--- config.mk ---
export PLATFORM = sky130hd
export DESIGN_NAME = buffer_out
export DESIGN_NICKNAME = d
export VERILOG_FILES = /design/src/rtl/keccak_pkg.sv /design/src/rtl/keccak_lane_mux.sv /design/src/rtl/buffer_out.sv
export SDC_FILE = /design/constraint.sdc
export NUM_CORES = 2
export LEC_CHECK = 0
export CAP_MARGIN = 20
export CELL_PAD_IN_SITES_DETAIL_PLACEMENT = 1
export CELL_PAD_IN_SITES_GLOBAL_PLACEMENT = 1
export CORE_AREA = 2 2 658 660
export CTS_BUF_LIST = sky130_fd_sc_hd__clkbuf_8
export DETAILED_ROUTE_END_ITERATION = 16
export DIE_AREA = 0 0 660 662
export PLACE_DENSITY_LB_ADDON = 0.1
export RECOVER_POWER = 25
export SLEW_MARGIN = 20
export SYNTH_ARGS = -nofsm -noshare
export SYNTH_HDL_FRONTEND = slang
export SYNTH_SLANG_ARGS = --single-unit
export TNS_END_PERCENT = 20
--- constraint.sdc ---
create_clock -name clk -period 56.5 [get_ports clk]
set_input_delay 8.475 -clock clk [delete_from_list [all_inputs] [get_ports clk]]
set_output_delay 8.475 -clock clk [all_outputs]
set_load 0.02 [all_outputs]
--- src/rtl/keccak_pkg.sv ---
// Shared types and per-mode tables for the Keccak squeeze stage: mode encoding,
// rate/digest/last-word byte tables and the squeeze FSM state encoding.
package keccak_pkg;

    typedef enum logic [2:0] {
        CM_SHA3_224 = 3'd0,
        CM_SHA3_256 = 3'd1,
        CM_SHA3_384 = 3'd2,
        CM_SHA3_512 = 3'd3,
        CM_SHAKE128 = 3'd4,
        CM_SHAKE256 = 3'd5
    } cmode_e;

    localparam int N_MODES = 6;

    // Lanes of the state that belong to the rate portion, per mode.
    localparam logic [4:0] RATE_LANES [N_MODES] = '{5'd18, 5'd17, 5'd13, 5'd9, 5'd21, 5'd17};

    // Fixed digest length in 64-bit words; SHAKE length comes from out_len.
    localparam logic [3:0] DIGEST_WORDS [N_MODES] = '{4'd4, 4'd4, 4'd6, 4'd8, 4'd0, 4'd0};

    // Valid bytes in the final word of each mode.
    localparam logic [3:0] LAST_BYTES [N_MODES] = '{4'd4, 4'd8, 4'd8, 4'd8, 4'd8, 4'd8};

    typedef enum logic [1:0] {
        SQ_IDLE      = 2'd0,
        SQ_SEND      = 2'd1,
        SQ_WAIT_PERM = 2'd2
    } sq_state_e;

    // Reserved encodings 6/7 behave as SHA3-256.
    function automatic cmode_e norm_mode(input logic [2:0] m);
        if (m > 3'd5) begin
            return CM_SHA3_256;
        end
        return cmode_e'(m);
    endfunction

    function automatic logic is_shake(input cmode_e m);
        return (m == CM_SHAKE128) || (m == CM_SHAKE256);
    endfunction

endpackage

--- src/rtl/keccak_lane_mux.sv ---
// Combinational 25:1 lane select with byte reversal, so lane byte 0 ([7:0])
// lands on output bits [63:56].
module keccak_lane_mux (
    input  logic [1599:0] state_i,
    input  logic [4:0]    lane_idx_i,
    output logic [63:0]   word_o
);

    logic [63:0] lane;

    always_comb begin
        lane = '0;
        for (int k = 0; k < 25; k++) begin
            if (lane_idx_i == 5'(k)) begin
                lane = state_i[64*k +: 64];
            end
        end
        word_o = '0;
        for (int b = 0; b < 8; b++) begin
            word_o[56-8*b +: 8] = lane[8*b +: 8];
        end
    end

endmodule

--- src/rtl/buffer_out.sv ---
// Keccak squeeze stage: captures the permutation state and streams the digest
// as 64-bit words. Optional macro SQUEEZE_ZEROIZE_EN clears the state after use.
module buffer_out
    import keccak_pkg::*;
#(
    parameter int DW    = 64,
    parameter int LEN_W = 16
) (
    input  logic             clk,
    input  logic             rst,
    input  logic [2:0]       cmode,
    input  logic [LEN_W-1:0] out_len,
    input  logic [1599:0]    state_i,
    input  logic             state_valid,
    output logic [DW-1:0]    dt_o,
    output logic             dt_valid,
    input  logic             dt_ready,
    output logic             dt_last,
    output logic [3:0]       dt_bytes,
    output logic             squeeze_req,
    output logic             busy,
    output logic             done,
    output logic [1:0]       fsm_state_o
);

    // Handshake: a word transfers on a cycle where dt_valid && dt_ready; while
    // dt_valid is high and dt_ready low, dt_o/dt_last/dt_bytes hold stable.

    sq_state_e        fsm_q, fsm_d;
    logic [1599:0]    state_q, state_d;
    cmode_e           mode_q, mode_d;
    logic [LEN_W-1:0] total_q, total_d;
    logic [LEN_W-1:0] words_sent_q, words_sent_d;
    logic [4:0]       lane_idx_q, lane_idx_d;
    logic             done_q, done_d;
    logic             squeeze_q, squeeze_d;

    logic [63:0]      lane_word;
    logic [63:0]      word_masked;
    logic             fire;
    logic             is_last;
    logic             rate_end;
    cmode_e           cap_mode;

    keccak_lane_mux u_lane_mux (
        .state_i    (state_q),
        .lane_idx_i (lane_idx_q),
        .word_o     (lane_word)
    );

    assign dt_valid    = (fsm_q == SQ_SEND);
    assign fire        = dt_valid && dt_ready;
    assign is_last     = (words_sent_q == (total_q - LEN_W'(1)));
    assign rate_end    = is_shake(mode_q) && (lane_idx_q == (RATE_LANES[mode_q] - 5'd1));
    assign cap_mode    = norm_mode(cmode);

    // A 4-byte final word carries its bytes in the upper half only.
    assign word_masked = (is_last && (LAST_BYTES[mode_q] == 4'd4)) ?
                         {lane_word[63:32], 32'h0} : lane_word;

`ifdef SQUEEZE_ZEROIZE_EN
    assign dt_o = dt_valid ? word_masked : '0;
`else
    assign dt_o = word_masked;
`endif

    assign dt_last     = dt_valid && is_last;
    assign dt_bytes    = dt_valid ? (is_last ? LAST_BYTES[mode_q] : 4'd8) : 4'd0;
    assign squeeze_req = squeeze_q;
    assign done        = done_q;
    assign busy        = (fsm_q != SQ_IDLE);
    assign fsm_state_o = fsm_q;

    always_comb begin
        fsm_d        = fsm_q;
        state_d      = state_q;
        mode_d       = mode_q;
        total_d      = total_q;
        words_sent_d = words_sent_q;
        lane_idx_d   = lane_idx_q;
        done_d       = 1'b0;
        squeeze_d    = 1'b0;

`ifdef SQUEEZE_ZEROIZE_EN
        if (done_q) begin
            state_d = '0;
        end
`endif

        case (fsm_q)
            SQ_IDLE: begin
                if (state_valid) begin
                    state_d      = state_i;
                    mode_d       = cap_mode;
                    total_d      = is_shake(cap_mode) ? out_len : LEN_W'(DIGEST_WORDS[cap_mode]);
                    words_sent_d = '0;
                    lane_idx_d   = '0;
                    if (is_shake(cap_mode) && (out_len == '0)) begin
                        done_d = 1'b1;
                    end else begin
                        fsm_d = SQ_SEND;
                    end
                end
            end
            SQ_SEND: begin
                if (fire) begin
                    words_sent_d = words_sent_q + LEN_W'(1);
                    lane_idx_d   = lane_idx_q + 5'd1;
                    if (is_last) begin
                        done_d = 1'b1;
                        fsm_d  = SQ_IDLE;
                    end else if (rate_end) begin
                        lane_idx_d = '0;
                        squeeze_d  = 1'b1;
                        fsm_d      = SQ_WAIT_PERM;
                    end
                end
            end
            SQ_WAIT_PERM: begin
                if (state_valid) begin
                    state_d = state_i;
                    fsm_d   = SQ_SEND;
                end
            end
            default: begin
                fsm_d = SQ_IDLE;
            end
        endcase
    end

    always_ff @(posedge clk or posedge rst) begin
        if (rst) begin
            fsm_q        <= SQ_IDLE;
            state_q      <= '0;
            mode_q       <= CM_SHA3_224;
            total_q      <= '0;
            words_sent_q <= '0;
            lane_idx_q   <= '0;
            done_q       <= 1'b0;
            squeeze_q    <= 1'b0;
        end else begin
            fsm_q        <= fsm_d;
            state_q      <= state_d;
            mode_q       <= mode_d;
            total_q      <= total_d;
            words_sent_q <= words_sent_d;
            lane_idx_q   <= lane_idx_d;
            done_q       <= done_d;
            squeeze_q    <= squeeze_d;
        end
    end

endmodule

==> results.json <==
{
  "criticalPathCategory": "in -> async",
  "timing.rr.end": "state_q[1269]",
  "ys_types": 81,
  "r2r_start": "fsm_state_o[0]",
  "critical_path_peak_fanout": 110,
  "cts_hold_buf": 0,
  "gp_congestion": 0.902,
  "crit_cells": 4,
  "rsz0062_at_grt": "false",
  "yosysTopAreaCell": "dfrtp_1",
  "via_per_inst": 4.54,
  "pin_count": 1698,
  "numPortBuffers": 1695,
  "cts_tree": "built",
  "ys_top_cells_by_count": "nand2_1 (5073), dfrtp_1 (1644), clkbuf_1 (579)",
  "numCtsBuffers": 354,
  "hp-class": "reg -> reg",
  "max_freq_mhz": 50.4,
  "cts_buffer_depth": 4,
  "grt_pass1_wl_mm": 737,
  "clk_latency_ns": 1.10,
  "numClockSinks": 1644,
  "async_flop_share_pct": 100,
  "fin_setup_tns_ns": 0,
  "crit_buf_inv": 4,
  "ys_ff_latch": 1644,
  "worstMarginPinSlew_ns": 6.84,
  "maxCapViolCount": 21,
  "post-route-min-period_ns": 19.83,
  "synth_area_sq_um": 75000,
  "overflow": 0,
  "first_iter_violations": 5642,
  "htreeDepth": 5,
  "synth_edf_count": 0,
  "coreArea_sq_um": 430000,
  "synth_top_flop_cell": "dfrtp_1",
  "syn-instance-count": 9278,
  "postSynthAreaPerCell_sq_um": 8.09,
  "slowest_stage": "clkbuf_1",
  "start_kind": "input pin",
  "fin_skew_ns": 0.0527,
  "violations": "max-capacitance violations, max-slew violations",
  "crit_top_cell": "clkbuf_1",
  "r2r_cells": 8,
  "yosysMostFrequentCell": "nand2_1",
  "yosysTopAreaCellShare_pct": 54.8,
  "synthTopCellsByArea": "dfrtp_1 (55%), nand2_1 (25%), clkbuf_1 (2.9%)",
  "grt_pass1_vias": 82700,
  "drtAntennaViolNets": 0,
  "cp-end-kind": "async pin",
  "critPathArrivalTime_ns": 19.95,
  "crit_start": "rst",
  "initial_core_util_pct": 17.5,
  "fp.dieW_um": 660,
  "area_growth_pct": 41.2,
  "hold_viol": 0,
  "p_per_area_nw_per_um2": 57.7,
  "required_ns": 56.61,
  "dieArea_sq_um": 437000,
  "ir_drop_uv": 44.2,
  "die_h_um": 662,
  "reg2reg_slack_ns": 47.39,
  "dp_hpwl_mm": 435,
  "crit_chain": "dlygate4sd3_1 -> clkinvlp_2 -> clkbuf_1 -> clkbuf_1",
  "antenna_found_initial": 253,
  "final_max_slew_viol_count": 1260,
  "crit_end": "state_q[953]",
  "grt_start_max_net_pins": 188,
  "fin_crit_sh_pct": 35.1,
  "p_leak_nw": 49.8,
  "clk_pin_slew_ns": 0.05,
  "drc": 0,
  "max_stage_delay_ns": 4.89,
  "finalSetupViolCount": 0,
  "drive_gt1_share_pct": 6.80,
  "grt.total_usage_pct": 24.6,
  "relSlewSlack_pct": -356,
  "vias": 76900,
  "cts-root-buf": "clkbuf_8",
  "ys_seq_area_share_pct": 54.8,
  "fin_nets": 12500,
  "stdcell_count": 16900,
  "rows": 241,
  "cts_setup_buffers": 0,
  "dr.pass1.iters": 8,
  "status": "complete, but fails checks",
  "wire_per_inst_um": 32.8,
  "path_delay_family": "buffers and inverters",
  "dp_cells": 16200,
  "routed_wl_mm": 556,
  "cts_resized": 0,
  "ys_warn_count": 0
}
[per-stage QoR]
stage / util (%) / worst slack, ns / total power [mW] / hold slack (ns) / cell area, sq um
3_3_place_gp: 23.0 / 41.63 / 4.82 / 0.454 / 98800
4_1_cts: 24.6 / 40.31 / 6.25 / 0.471 / 106000
3_5_place_dp: 23.0 / 41.59 / 4.86 / 0.457 / 98900
5_1_grt: 24.6 / 34.67 / 6.49 / 0.490 / 106000
2_1_floorplan: - / 1.63 / 3.27 / 0.437 / 75000
6_report: 24.6 / 36.67 / 6.11 / 0.466 / 106000
[metal layers]
layer | vias to the layer above | routed length, um | part of all wire (%) | track usage [%]
li1 | 33800 | - | - | -
met1 | 39500 | 222000 | 40 | 29.1
met2 | 2535 | 277000 | 50 | 43.2
met4 | 92 | 29300 | 5.3 | 11.8
met5 | - | 605 | 0.11 | 0
met3 | 936 | 26800 | 4.8 | 4.15
[flip-flops by register name, indices dropped and copies added (netlist names)]
register / count
total_q: 16
done: 1
words_sent_q: 16
mode_q: 3
lane_idx_q: 5
state_q: 1600
squeeze_req: 1
fsm_state_o: 2
[logic make-up (layout without fill, tap and decap cells)]
kind of cell	count (synthesis)	count (layout)	synth area share, %
xor gates and xnor gates	32	32	0.374
AOI/OAI and AO/OA	1218	1218	11.3
buffers and inverters	669	2524	3.43
DFF	1644	1644	54.8
other	1	91	0.00500
adders and majority gates	7	7	0.117
muxes	3	3	0.0400
and+or+nand+nor	5704	5704	29.9
[tightest hold or removal path, cell delays in order (launching register included)]
cell	delay, ns
dfrtp_1	0.33
nand2_1	0.05
nand2_1	0.05
[power breakdown]
group / switching, mW / total [mW] / internal (mW)
clock: 0.633 / 1.34 / 0.707
sequential: 0.519 / 2.25 / 1.73
combinational: 1.68 / 2.52 / 0.841
[final cells by class]
cell class                 count  area [sq um]
antenna                       89           223
clock buffer                 421          5790
clock inverter               192          1120
fill                       50400        324000
inverter                      23          87.6
multi-input combinational   6966         32000
sequential                  1644         41200
tap                         5710          7140
timing repair buffer        1888         18400
[worst min-delay path by stage]
| stage | cells after the start | start | slack [ns] | end |
|---|---|---|---|---|
| after floorplan | 2 | state_q[1008] | 0.44 | state_q[1008] |
| after global placement | 2 | state_q[1588] | 0.45 | state_q[1588] |
| after detailed placement | 2 | state_q[1513] | 0.46 | state_q[1513] |
| after CTS | 2 | state_q[1525] | 0.47 | state_q[1525] |
| after global routing | 2 | state_q[391] | 0.49 | state_q[391] |
| final | 2 | state_q[1524] | 0.47 | state_q[1524] |
[cell usage in the layout, fill, tap and decap left out, types with 9 or more instances in the layout]
master and count:
o31ai_1 13, nand3b_1 9, nor3_1 74, diode_2 89
o22ai_1 143, and4_1 22, a221oi_1 142, xnor2_1 17
dfrtp_1 1641, buf_4 161, nor4_1 35, and3_1 19
nor4bb_4 10, o221ai_1 93, o211ai_1 27, nand2_1 5071
o31a_1 25, clkbuf_1 20, a21oi_1 208, a22o_1 26
a221o_1 23, inv_8 10, a31oi_1 14, nand3_1 55
nor2b_1 19, or3_1 14, nor2_1 264, o311ai_0 21
a211oi_1 34, inv_1 161, clkinv_2 19, a222oi_1 55
xor2_1 15, clkdlybuf4s50_1 1691, a22oi_1 51, o21ai_0 248
clkbuf_8 421
No activity file was read; power rests on OpenSTA's default activity.
